$ cat config.mk
export PLATFORM = sky130hd
export DESIGN_NAME = fir_decim_round_flat
export DESIGN_NICKNAME = d
export VERILOG_FILES = /design/src/rtl/fir_decim_round_if.sv /design/src/rtl/fir_decim_round.sv /design/src/flat_wrapper.sv
export SDC_FILE = /design/constraint.sdc
export NUM_CORES = 1
export LEC_CHECK = 0
export ABC_CLOCK_PERIOD_IN_PS = 2850
export CAP_MARGIN = 10
export CORE_MARGIN = 2
export CORE_UTILIZATION = 30
export CTS_BUF_LIST = sky130_fd_sc_hd__clkbuf_8 sky130_fd_sc_hd__clkbuf_16
export DETAILED_ROUTE_END_ITERATION = 12
export HOLD_SLACK_MARGIN = 0.05
export PLACE_DENSITY_LB_ADDON = 0.15
export SLEW_MARGIN = 10
export SYNTH_ARGS = -nofsm -noshare
export SYNTH_HDL_FRONTEND = slang
export SYNTH_SLANG_ARGS = --single-unit
$ cat constraint.sdc
create_clock -name clk_i -period 2.85 [get_ports clk_i]
set_clock_uncertainty 0.15 [all_clocks]
set_input_delay 0.57 -clock clk_i [delete_from_list [all_inputs] [get_ports clk_i]]
set_output_delay 0.57 -clock clk_i [all_outputs]
set_load 0.005 [all_outputs]
$ cat src/rtl/fir_decim_round_if.sv
// Valid/ready stream carrying one signed output sample per beat.
// The master drives data/valid and the slave answers with ready.
interface fir_decim_round_if #(
    parameter int WIDTH = 16
);
    logic [WIDTH-1:0] data;
    logic             valid;
    logic             ready;

    modport master (output data, output valid, input ready);
    modport slave  (input data, input valid, output ready);
endinterface

$ cat src/rtl/fir_decim_round.sv
// FIR output decimator: keep one sample per period, round (floor or half-to-even), narrow, FIFO.
// Define FIR_DECIM_SAT_EN to clamp on narrowing and report it on sat_o; otherwise narrowing wraps.
module fir_decim_round #(
    parameter int IN_WIDTH   = 32,
    parameter int OUT_WIDTH  = 16,
    parameter int FRAC_SHIFT = 15,
    parameter int DECIM_MAX  = 16,
    parameter int FIFO_DEPTH = 4,
    localparam int DW = $clog2(DECIM_MAX + 1)
) (
    input  logic                clk_i,
    input  logic                rst_i,
    input  logic [IN_WIDTH-1:0] data_i,
    input  logic                valid_i,
    input  logic [DW-1:0]       decim_i,
    input  logic                round_mode_i,
    fir_decim_round_if.master   m,
    output logic                ovf_o,
    input  logic                clr_ovf_i,
    output logic                sat_o
);
    // Shifted stage-1 value width; OUT_WIDTH must not exceed it.
    localparam int S1W = IN_WIDTH + 1 - FRAC_SHIFT;
    localparam int AW  = $clog2(FIFO_DEPTH);
    localparam logic [IN_WIDTH:0] HALF_M1 =
        (IN_WIDTH+1)'((64'd1 << (FRAC_SHIFT - 1)) - 64'd1);

    // ---------------- decimation ----------------
    logic [DW-1:0] phase_reg;
    logic [DW-1:0] decim_eff_reg;
    logic [DW-1:0] decim_sel;
    logic          keep;

    always_comb begin
        decim_sel = (decim_i == '0) ? DW'(1) : decim_i;
        keep      = valid_i && (phase_reg == '0);
    end

    // The period length is only sampled at phase 0, so a running period is never cut short.
    always_ff @(posedge clk_i) begin
        if (rst_i) begin
            phase_reg     <= '0;
            decim_eff_reg <= DW'(1);
        end else if (valid_i) begin
            if (phase_reg == '0) begin
                decim_eff_reg <= decim_sel;
                phase_reg     <= (decim_sel == DW'(1)) ? '0 : DW'(1);
            end else if (phase_reg == decim_eff_reg - DW'(1)) begin
                phase_reg <= '0;
            end else begin
                phase_reg <= phase_reg + DW'(1);
            end
        end
    end

    // ---------------- stage 1: round and shift ----------------
    logic [IN_WIDTH:0]  rnd_add;
    logic [IN_WIDTH:0]  sum;
    logic               unused_frac;
    logic               s1_valid_reg;
    logic [S1W-1:0]     s1_data_reg;

    always_comb begin
        rnd_add = '0;
        if (round_mode_i) begin
            rnd_add = HALF_M1 + (IN_WIDTH+1)'(data_i[FRAC_SHIFT]);
        end
        sum = {data_i[IN_WIDTH-1], data_i} + rnd_add;
    end

    assign unused_frac = ^sum[FRAC_SHIFT-1:0];

    always_ff @(posedge clk_i) begin
        if (rst_i) begin
            s1_valid_reg <= 1'b0;
        end else begin
            s1_valid_reg <= keep;
        end
        s1_data_reg <= sum[IN_WIDTH:FRAC_SHIFT];
    end

    // ---------------- stage 2: narrow ----------------
    logic [OUT_WIDTH-1:0] narrow;
    logic                 s2_valid_reg;
    logic [OUT_WIDTH-1:0] s2_data_reg;

`ifdef FIR_DECIM_SAT_EN
    localparam logic [OUT_WIDTH-1:0] MAX_VAL = {1'b0, {(OUT_WIDTH-1){1'b1}}};
    localparam logic [OUT_WIDTH-1:0] MIN_VAL = {1'b1, {(OUT_WIDTH-1){1'b0}}};
    logic [S1W-OUT_WIDTH:0] top_bits;
    logic                   clamp;
    logic                   sat_reg;

    // In range exactly when every bit above the output sign bit repeats it.
    always_comb begin
        top_bits = s1_data_reg[S1W-1:OUT_WIDTH-1];
        clamp    = !((top_bits == '0) || (top_bits == '1));
        narrow   = s1_data_reg[OUT_WIDTH-1:0];
        if (clamp) begin
            narrow = s1_data_reg[S1W-1] ? MIN_VAL : MAX_VAL;
        end
    end

    always_ff @(posedge clk_i) begin
        if (rst_i) begin
            sat_reg <= 1'b0;
        end else if (s1_valid_reg && clamp) begin
            sat_reg <= 1'b1;
        end else if (clr_ovf_i) begin
            sat_reg <= 1'b0;
        end
    end

    assign sat_o = sat_reg;
`else
    logic unused_hi;

    assign narrow    = s1_data_reg[OUT_WIDTH-1:0];
    assign unused_hi = ^s1_data_reg;
    assign sat_o     = 1'b0;
`endif

    always_ff @(posedge clk_i) begin
        if (rst_i) begin
            s2_valid_reg <= 1'b0;
        end else begin
            s2_valid_reg <= s1_valid_reg;
        end
        s2_data_reg <= narrow;
    end

    // ---------------- output FIFO ----------------
    logic [OUT_WIDTH-1:0] mem [FIFO_DEPTH];
    logic [AW-1:0]        wr_ptr_reg;
    logic [AW-1:0]        rd_ptr_reg;
    logic [AW-1:0]        rd_ptr_next;
    logic [AW:0]          count_reg;
    logic [AW:0]          count_next;
    logic [AW:0]          held;
    logic                 pop;
    logic                 full;
    logic                 push;
    logic                 drop;
    logic                 m_valid_reg;
    logic [OUT_WIDTH-1:0] m_data_reg;
    logic                 ovf_reg;

    // held counts entries already stored before this edge's push, so a new entry shows up one cycle later.
    always_comb begin
        pop         = m_valid_reg && m.ready;
        full        = (count_reg == (AW+1)'(FIFO_DEPTH));
        push        = s2_valid_reg && (!full || pop);
        drop        = s2_valid_reg && full && !pop;
        held        = count_reg - (AW+1)'(pop);
        count_next  = held + (AW+1)'(push);
        rd_ptr_next = rd_ptr_reg + AW'(pop);
    end

    always_ff @(posedge clk_i) begin
        if (push) begin
            mem[wr_ptr_reg] <= s2_data_reg;
        end
    end

    always_ff @(posedge clk_i) begin
        if (rst_i) begin
            wr_ptr_reg  <= '0;
            rd_ptr_reg  <= '0;
            count_reg   <= '0;
            m_valid_reg <= 1'b0;
            m_data_reg  <= '0;
            ovf_reg     <= 1'b0;
        end else begin
            wr_ptr_reg  <= wr_ptr_reg + AW'(push);
            rd_ptr_reg  <= rd_ptr_next;
            count_reg   <= count_next;
            m_valid_reg <= (held != '0);
            if (held != '0) begin
                m_data_reg <= mem[rd_ptr_next];
            end
            if (drop) begin
                ovf_reg <= 1'b1;
            end else if (clr_ovf_i) begin
                ovf_reg <= 1'b0;
            end
        end
    end

    assign m.data  = m_data_reg;
    assign m.valid = m_valid_reg;
    assign ovf_o   = ovf_reg;

endmodule

$ cat src/flat_wrapper.sv
// flat-port wrapper written by rule: the top's interface ports become plain ports
module fir_decim_round_flat 
#(
    parameter int IN_WIDTH   = 32,
    parameter int OUT_WIDTH  = 16,
    parameter int FRAC_SHIFT = 15,
    parameter int DECIM_MAX  = 16,
    parameter int FIFO_DEPTH = 4,
    localparam int DW = $clog2(DECIM_MAX + 1)
)
  (clk_i, rst_i, data_i, valid_i, decim_i, round_mode_i, ovf_o, clr_ovf_i, sat_o, m_data, m_valid, m_ready);
  fir_decim_round_if #(.WIDTH(16)) m_i ();
  input  logic clk_i;
  input  logic rst_i;
  input  logic [IN_WIDTH-1:0] data_i;
  input  logic valid_i;
  input  logic [DW-1:0] decim_i;
  input  logic round_mode_i;
  output logic ovf_o;
  input  logic clr_ovf_i;
  output logic sat_o;
  output wire logic [$bits(m_i.data)-1:0] m_data;
  output wire logic [$bits(m_i.valid)-1:0] m_valid;
  input wire logic [$bits(m_i.ready)-1:0] m_ready;
  assign m_data = m_i.data;
  assign m_valid = m_i.valid;
  assign m_i.ready = m_ready;
  fir_decim_round #(.IN_WIDTH(IN_WIDTH), .OUT_WIDTH(OUT_WIDTH), .FRAC_SHIFT(FRAC_SHIFT), .DECIM_MAX(DECIM_MAX), .FIFO_DEPTH(FIFO_DEPTH)) u_core (.clk_i(clk_i), .rst_i(rst_i), .data_i(data_i), .valid_i(valid_i), .decim_i(decim_i), .round_mode_i(round_mode_i), .m(m_i), .ovf_o(ovf_o), .clr_ovf_i(clr_ovf_i), .sat_o(sat_o));
endmodule
Word-level counts from Yosys, hierarchy flattened:

Memory sizes are Yosys's and may differ from the RTL's. A register that Yosys moved wholly into a read port is not among the register bits.
Index checks and enable logic that the tools add are counted.

* reduce and logical (&&, ||, !) cells: 13
* $add $sub $neg: 8
* equality and inequality tests: 3
* mux-type cells: 9

Operators by type and width (count)
* adder 31 x 15 -> 31 bit: 1
* adder 14 x 1 -> 15 bit (first input constant): 1
* 2-to-1 mux 15 bit: 1
* 2-to-1 mux 5 bit: 3
* logical NOT 5 bit: 2
* adder 5 x 1 -> 5 bit (second input constant): 1
* == test 5 x 1 -> 1 bit (second input constant): 1
* == test 5 bit: 1
* logical AND 1 bit: 5
* 2-to-1 mux 1 bit: 5
* subtractor 5 x 1 -> 5 bit (second input constant): 1
* adder 2 x 1 -> 2 bit: 2
* adder 3 x 1 -> 3 bit: 1
* == test 3 bit (second input constant): 1
* nonzero test 3 bit: 1
* subtractor 3 x 1 -> 3 bit: 1
* logical NOT 1 bit: 2
* AND reduction 2 bit: 1
* nonzero test 2 bit: 1
* logical OR 1 bit: 1

* bits in writable memories: 64
* output and inout bits: 19
* flip-flop bits (word level): 53
* logic and storage cells: 45
* input bits: 43
* memories: 1

Memory list
* u_core.mem: depth 4, bits a word 16, read ports 1, clocked after memory_dff 1, wr ports 1, line fir_decim_round.sv:133 `logic [OUT_WIDTH-1:0] mem [FIFO_DEPTH];`

Longest topological paths before layout:

Gate-level depths: netlist of run 1.

* depth in word-level cells: 6
* gate-level depth with buffers: 10
* mapped depth without buffers: 8

Least setup slack after synthesis of run 1:

Ideal clock, no wire load.

* path type: input port to flip-flop
* start point: input port m_ready
* end point: memory u_core.mem[1][0], enable pin
* required time: 2287 ps
* arrival time: 2064 ps
* setup time: 413 ps
* path slack: 223 ps
* cell stages on the path: 4
* path buffers: 0
* cells stage by stage: nand2_1 -> nand4_1 -> nand2_1 -> nor3b_1

* word-level cells in the longest chain between the ends: 5

RTL lines
* start: declaration: line flat_wrapper.sv:24 `input wire logic [$bits(m_i.ready)-1:0] m_ready;`
* logical AND 1 bit: line fir_decim_round.sv:150 `pop = m_valid_reg && m.ready;`
* logical OR 1 bit: line fir_decim_round.sv:152 `push = s2_valid_reg && (!full || pop);`
* logical AND 1 bit: line fir_decim_round.sv:152
* 2-to-1 mux 1 bit: line fir_decim_round.sv:160 `if (push) begin`
* 2-to-1 mux 1 bit (implied by the code): line fir_decim_round.sv:161 `mem[wr_ptr_reg] <= s2_data_reg;`
* end: declaration: line fir_decim_round.sv:133

Every way passes these cells.

Worst setup path in the final report of run 1:

* start point: input port m_ready
* end point: register u_core.m_data_reg[10], in the netlist u_core.m.data[10], read port of u_core.mem

* word-level cells in the longest chain between the ends: 3
* elaborated cells between the ends (all ways): 4
* classes of those cells: add/sub (2); reduce/logical (2)

RTL lines
* logical AND 1 bit *: line fir_decim_round.sv:150
* subtractor 3 x 1 -> 3 bit: line fir_decim_round.sv:154 `held = count_reg - (AW+1)'(pop);`
* nonzero test 3 bit: line fir_decim_round.sv:178 `if (held != '0) begin`
* end: declaration: line fir_decim_round.sv:145 `logic [OUT_WIDTH-1:0] m_data_reg;`

Every way passes the cells marked *; elsewhere a longest branch is shown, timed or not.
A chain may end at the register's enable or synchronous reset.

==> results of run 1 <==
==> Yosys cell counts, drive strengths merged, types with 4 or more instances <==
cell,instances
buf,6
xor2,9
ha,10
nor2b,9
mux2i,4
nor2,15
edfxtp,64
a21oi,19
inv,13
xnor2,15
nand4,4
nand3,8
nand2,41
mux4,16
dfxtp,69
clkbuf,6
nor3,4
==> routing by layer <==
layer	GRT usage (%)	wire length [um]
met5	0	0
met4	4.89	123
met3	4.40	405
met2	17.8	4260
met1	13.1	4040
==> metrics by stage <==
| stage | power, mW | setup WS [ps] | util, % | hold slack [ps] | instance area [um^2] |
|---|---|---|---|---|---|
| floorplan | 2.96 | 223 | - | 160 | 4890 |
| global placement | 3.55 | 181 | 36.7 | 161 | 5840 |
| detailed placement | 3.56 | 208 | 36.7 | 162 | 5840 |
| CTS | 5.56 | 628 | 40.2 | 175 | 6380 |
| global route | 5.76 | 456 | 40.2 | 177 | 6380 |
| finish | 5.45 | 646 | 40.2 | 173 | 6380 |
==> where the power goes <==
group | leakage (nW) | total [mW] | internal [mW] | switching (mW)
logic | 0.902 | 1.18 | 0.629 | 0.555
registers | 1.15 | 2.28 | 2.19 | 0.0946
clock network | 0.290 | 1.98 | 1.23 | 0.752
total | 2.34 | 5.45 | 4.04 | 1.40
==> worst max-delay path, cell delays in order <==
cell,delay (ps)
clkdlybuf4s50_1,400
nand2_1,80
inv_1,70
ha_1,180
ha_1,180
xnor2_1,290
and3_1,240
buf_4,180
nand2_1,60
a21oi_1,130
==> area by class of cell <==
cell class | instances | area, um^2
clock buffer | 19 | 453
clock inverter | 13 | 95.1
fill | 1519 | 9500
inverter | 13 | 48.8
multi-input combinational | 191 | 1470
sequential | 133 | 3300
tap | 216 | 270
timing repair buffer | 74 | 741
==> final timing paths <==
| path | startpoint | end | slack [ps] | depth (start not counted) |
|---|---|---|---|---|
| min reg2reg | u_core.s1_data_reg[0]$_DFF_P_ | u_core.s2_data_reg[0]$_DFF_P_ | 170 | 0 |
| min | u_core.s1_data_reg[0]$_DFF_P_ | u_core.s2_data_reg[0]$_DFF_P_ | 170 | 0 |
| max | m_ready | u_core.m.data[10]$_SDFFE_PP0P_ | 650 | 10 |
| max reg2reg | u_core.phase_reg[0]$_SDFFE_PP0P_ | u_core.phase_reg[2]$_SDFFE_PP0P_ | 760 | 7 |
==> cell usage in the layout, fill, tap and decap left out, types with 3 or more instances in the layout <==
cell	instances
nand4_1	4
inv_1	18
xor2_1	9
edfxtp_1	64
nor2_1	14
nand2b_1	3
or3b_2	3
buf_4	12
a21o_1	3
buf_12	3
clkdlybuf4s50_1	59
nand3_1	8
or3_1	3
a21oi_1	19
mux4_2	16
mux2i_1	4
nor4_1	3
xnor2_1	15
clkinv_2	3
clkbuf_16	17
nor2b_1	9
ha_1	10
nand2_1	41
dfxtp_1	69
==> kinds of logic after synthesis <==
family | Yosys count | synth area share, %
and+or+nand+nor | 103 | 10.6
other | 1 | 0.0767
xor gates and xnor gates | 24 | 4.30
AOI/OAI and AO/OA | 33 | 4.20
muxes | 20 | 8.19
adders and majority gates | 10 | 2.56
DFF | 133 | 67.6
buffers and inverters | 25 | 2.51
==> results.py, run 1 <==
metrics = {
    "timing": {
        "hold_viol_final": 0,
        "setup-tns-final_ps": 0,
        "slew_headroom_pct": 65.9,
        "finalSetupViolCount": 0,
        "finalCritPeriodShare_pct": 77.3,
        "worst_slew_pin_slew_ps": 505,
        "rsz0062_at_grt": "false",
        "slew_viol_final": 0,
        "fin_crit_ps": 2200,
        "clock.fmax_mhz": 454,
    },
    "floorplanning": {
        "coreArea_um2": 15900,
        "fp-row-count": 46,
        "die_area_um2": 17300,
        "initial_core_util_pct": 30.8,
        "die_w_um": 132,
        "die_height_um": 132,
        "io_pins": 62,
    },
    "cts": {
        "clk_pin_slew_ps": 50,
        "cts_max_path_buffers": 2,
        "cts_setup_buffers": 0,
        "clkLatencyLatePin_ps": 410,
        "cts_made_buffers": 17,
        "cts_tree": "built",
        "ctsHoldBuffers": 0,
        "ctsRootBufferMaster": "clkbuf_16",
        "htreeDepth": 4,
        "cts.sinks": 133,
        "ctsResizeCount": 0,
    },
    "drt": {
        "first_pass_iters": 6,
        "postRouteAntennaNets": 0,
        "vias_per_cell": 4.26,
        "drt_wl_total_um": 8830,
        "drtIter0Drc": 124,
        "drc": 0,
        "post_drt_wl_per_cell_um": 13.4,
        "num_vias": 2808,
    },
    "critical_path": {
        "required_ps": 3030,
        "critical_path_class": "in2reg",
        "start_kind": "input port",
        "crit_path_max_fanout": 10,
        "end_kind": "flop",
        "worstPathArrival_ps": 2390,
    },
    "place": {
        "dp_hpwl_um": 5920,
        "globalplace.congestion": 0.712,
        "portBuffers": 59,
        "dp.cells": 627,
    },
    "synth": {
        "synth.largest_area_cell": "edfxtp_1",
        "synth_ff_type": "dfxtp_1",
        "synth_edf_count": 64,
        "yosys_warnings": 0,
        "synthesis.nets": 402,
        "ys_async_sr_fraction_pct": 0,
        "synth.area.top_cells": "edfxtp_1 (39%), dfxtp_1 (28%), mux4_2 (7.4%)",
        "synth.ff_latch_count": 133,
        "ys_types": 46,
        "synth_top_area_share_pct": 39.3,
        "syn_inst": 349,
        "synth.cell_area_um2": 4890,
        "ys_seq_area_share_pct": 67.6,
        "syn_area_per_cell_um2": 14.0,
    },
    "cells_and_area": {
        "finalNonFillerCells": 659,
        "diodes": 0,
        "nets": 483,
        "largest_reg_flops": 64,
        "top_register": "u_core.mem",
        "areaGrowthSynthToFinish_pct": 30.6,
        "drive_gt1_share_pct": 15.3,
    },
    "status": {
        "status": "complete, no violations",
    },
    "global_route": {
        "grt_usage_pct": 11.1,
        "antenna_found_initial": 0,
        "grt_overflow": 0,
        "grt_max_degree": 25,
        "grt_pass1_vias": 2822,
        "grt_pass1_wl_um": 14400,
    },
    "power": {
        "p_leak_nw": 2.34,
        "worst_ir_drop_vdd_mv": 0.436,
        "power_per_cell_area_nw_per_um2": 853,
    },
    "run": {
        "maxCapViolCount": 0,
    },
    "hold_path": {
        "hold_path_class": "reg2reg",
    },
}
No activity file was read; power rests on OpenSTA's default activity.
==> run 2: changes to the inputs <==
--- a/config.mk
+++ b/config.mk
@@ -5,7 +5,7 @@
 export SDC_FILE = /design/constraint.sdc
 export NUM_CORES = 1
 export LEC_CHECK = 0
-export ABC_CLOCK_PERIOD_IN_PS = 2850
+export ABC_CLOCK_PERIOD_IN_PS = 2080
 export CAP_MARGIN = 10
 export CORE_MARGIN = 2
 export CORE_UTILIZATION = 30
==> constraint.sdc (replaced) <==
create_clock -name clk_i -period 2.08 [get_ports clk_i]
set_clock_uncertainty 0.15 [all_clocks]
set_input_delay 0.416 -clock clk_i [delete_from_list [all_inputs] [get_ports clk_i]]
set_output_delay 0.416 -clock clk_i [all_outputs]
set_load 0.005 [all_outputs]
==> run 2 against run 1 <==
First-iteration DRC count is 4.0% lower; highest routed layer unchanged; sequential power grew 38%; register-to-register slack worse by 600 ps; global-route usage grew 0.80 points; routed wire length rose by 7.0%; sequential cell count is the same; total power increased by 44%; worst hold slack lost 4.8 ps; critical path type unchanged.
==> results.py, run 2 (synthesis gave the netlist of run 1 again) <==
metrics = {
    "hold_path": {
        "hold_path_class": "reg2reg",
        "hold_end": "u_core.s2_data_reg[2]$_DFF_P_",
        "hold_path_depth": 0,
        "hold_start": "u_core.s1_data_reg[2]$_DFF_P_",
    },
    "cells_and_area": {
        "multi_input_area_um2": 1490,
        "fillers": 1519,
        "layout_commonest_cell": "dfxtp_1",
        "top_register": "u_core.mem",
        "layout_common_cells": "dfxtp_1 (69), edfxtp_1 (64), clkdlybuf4s50_1 (59)",
        "seq_area_um2": 3300,
        "drive_gt1_share_pct": 21.2,
        "nets": 508,
        "largest_reg_flops": 64,
        "diodes": 0,
        "areaGrowthSynthToFinish_pct": 36.5,
        "finalNonFillerCells": 684,
    },
    "power": {
        "p_total_mw": 7.86,
        "p_leak_nw": 2.48,
        "worst_ir_drop_vdd_mv": 0.694,
        "power_per_cell_area_nw_per_um2": 1180,
    },
    "critical_path": {
        "crit_path_max_fanout": 17,
        "critical_path_class": "in2reg",
        "rrSetupSlack_ps": 160,
        "end_kind": "flop",
        "start_kind": "input port",
        "crit_start": "m_ready",
        "r2r-start": "u_core.phase_reg[0]$_SDFFE_PP0P_",
        "critical_path.reg2reg.endpoint": "u_core.phase_reg[2]$_SDFFE_PP0P_",
        "required_ps": 2240,
        "worstPathArrival_ps": 2150,
        "reg2reg_depth": 7,
    },
    "cts": {
        "clkLatencyLatePin_ps": 420,
        "ctsRootBufferMaster": "clkbuf_16",
        "ctsHoldBuffers": 0,
        "cts_max_path_buffers": 2,
        "cts_made_buffers": 17,
        "clk_pin_slew_ps": 60,
        "htreeDepth": 4,
        "cts_tree": "built",
        "cts.sinks": 133,
    },
    "timing": {
        "setup-tns-final_ps": 0,
        "slew_headroom_pct": 66.9,
        "fin_crit_ps": 2000,
        "slew_viol_final": 0,
        "finalSetupViolCount": 0,
        "finalCritPeriodShare_pct": 96.0,
        "clock.fmax_mhz": 501,
        "setup_ws_ps": 83.2,
        "worst_slew_pin_slew_ps": 491,
        "fin_hold_ws_ps": 169,
        "rsz0062_at_grt": "false",
        "hold_viol_final": 0,
    },
    "floorplanning": {
        "initial_core_util_pct": 30.8,
        "fp-row-count": 46,
        "die_w_um": 132,
        "die_area_um2": 17300,
        "die_height_um": 132,
        "coreArea_um2": 15900,
        "io_pins": 62,
    },
    "global_route": {
        "antenna_found_initial": 0,
        "grt_max_degree": 22,
        "grt_overflow": 0,
        "grt_usage_pct": 11.9,
        "grt_pass1_wl_um": 15400,
        "grt_pass1_vias": 2988,
    },
    "run": {
        "maxCapViolCount": 0,
    },
    "place": {
        "dp.cells": 651,
        "globalplace.congestion": 0.749,
        "portBuffers": 59,
        "pre_cts_ws_ps": -383,
        "dp_hpwl_um": 6240,
    },
    "drt": {
        "drt_wl_total_um": 9450,
        "postRouteAntennaNets": 0,
        "vias_per_cell": 4.28,
        "num_vias": 2929,
        "drc": 0,
        "drtIter0Drc": 119,
        "post_drt_wl_per_cell_um": 13.8,
        "first_pass_iters": 4,
    },
    "status": {
        "status": "complete, no violations",
    },
}
==> run 2: layer usage <==
layer / GRT usage, % / vias up / wire, um
li1: - / 1467 / -
met1: 13.8 / 1381 / 4180
met2: 19.8 / 70 / 4660
met3: 3.94 / 11 / 423
met4: 5.62 / 0 / 183
met5: 0 / - / 0
==> run 2: stage by stage <==
step | cell area (um^2) | util [%]
after CTS | 6660 | 41.9
final | 6680 | 42.0
after global routing | 6680 | 42.0
after detailed placement | 6070 | 38.2
after floorplan | 4920 | -
after global placement | 6070 | 38.2
==> run 2: worst max-delay path: stages <==
cell	delay, ps
clkdlybuf4s50_1	410
nand2_1	80
inv_1	60
ha_1	310
buf_12	200
mux4_2	520
nand2_1	100
a21oi_1	60
==> run 2: worst max path at each step <==
| stage | to | cells past startpoint |
|---|---|---|
| 2_1_floorplan | u_core.mem[2][0]$_DFFE_PP_ | 6 |
| 3_5_place_dp | u_core.s1_data_reg[15]$_DFF_P_ | 8 |
| 5_1_grt | u_core.m.data[1]$_SDFFE_PP0P_ | 8 |
| 4_1_cts | u_core.m.data[15]$_SDFFE_PP0P_ | 10 |
| 6_report | u_core.m.data[13]$_SDFFE_PP0P_ | 8 |
| 3_3_place_gp | u_core.m.data[14]$_SDFFE_PP0P_ | 10 |
==> run 2: where the power goes <==
part	total (mW)	switching [mW]	internal [mW]	leakage, nW
Combinational	1.83	0.821	1.01	1.04
Sequential	3.15	0.148	3.00	1.15
Clock	2.88	1.12	1.76	0.294
==> run 2: layout make-up <==
| class | count | area share, % |
|---|---|---|
| clock buffers | 19 | 6.95 |
| well taps | 216 | 4.05 |
| repair buffers | 99 | 14.7 |
| inverters | 13 | 0.731 |
| clock inverters | 13 | 1.80 |
| flip-flops and latches | 133 | 49.5 |
| multi-input cells | 191 | 22.3 |
==> run 2: timing repair <==
item | in CTS | in global routing
buffers inserted | 0 | 1
setup endpoints to repair | 0 | 23
gates resized for setup | 0 | 2
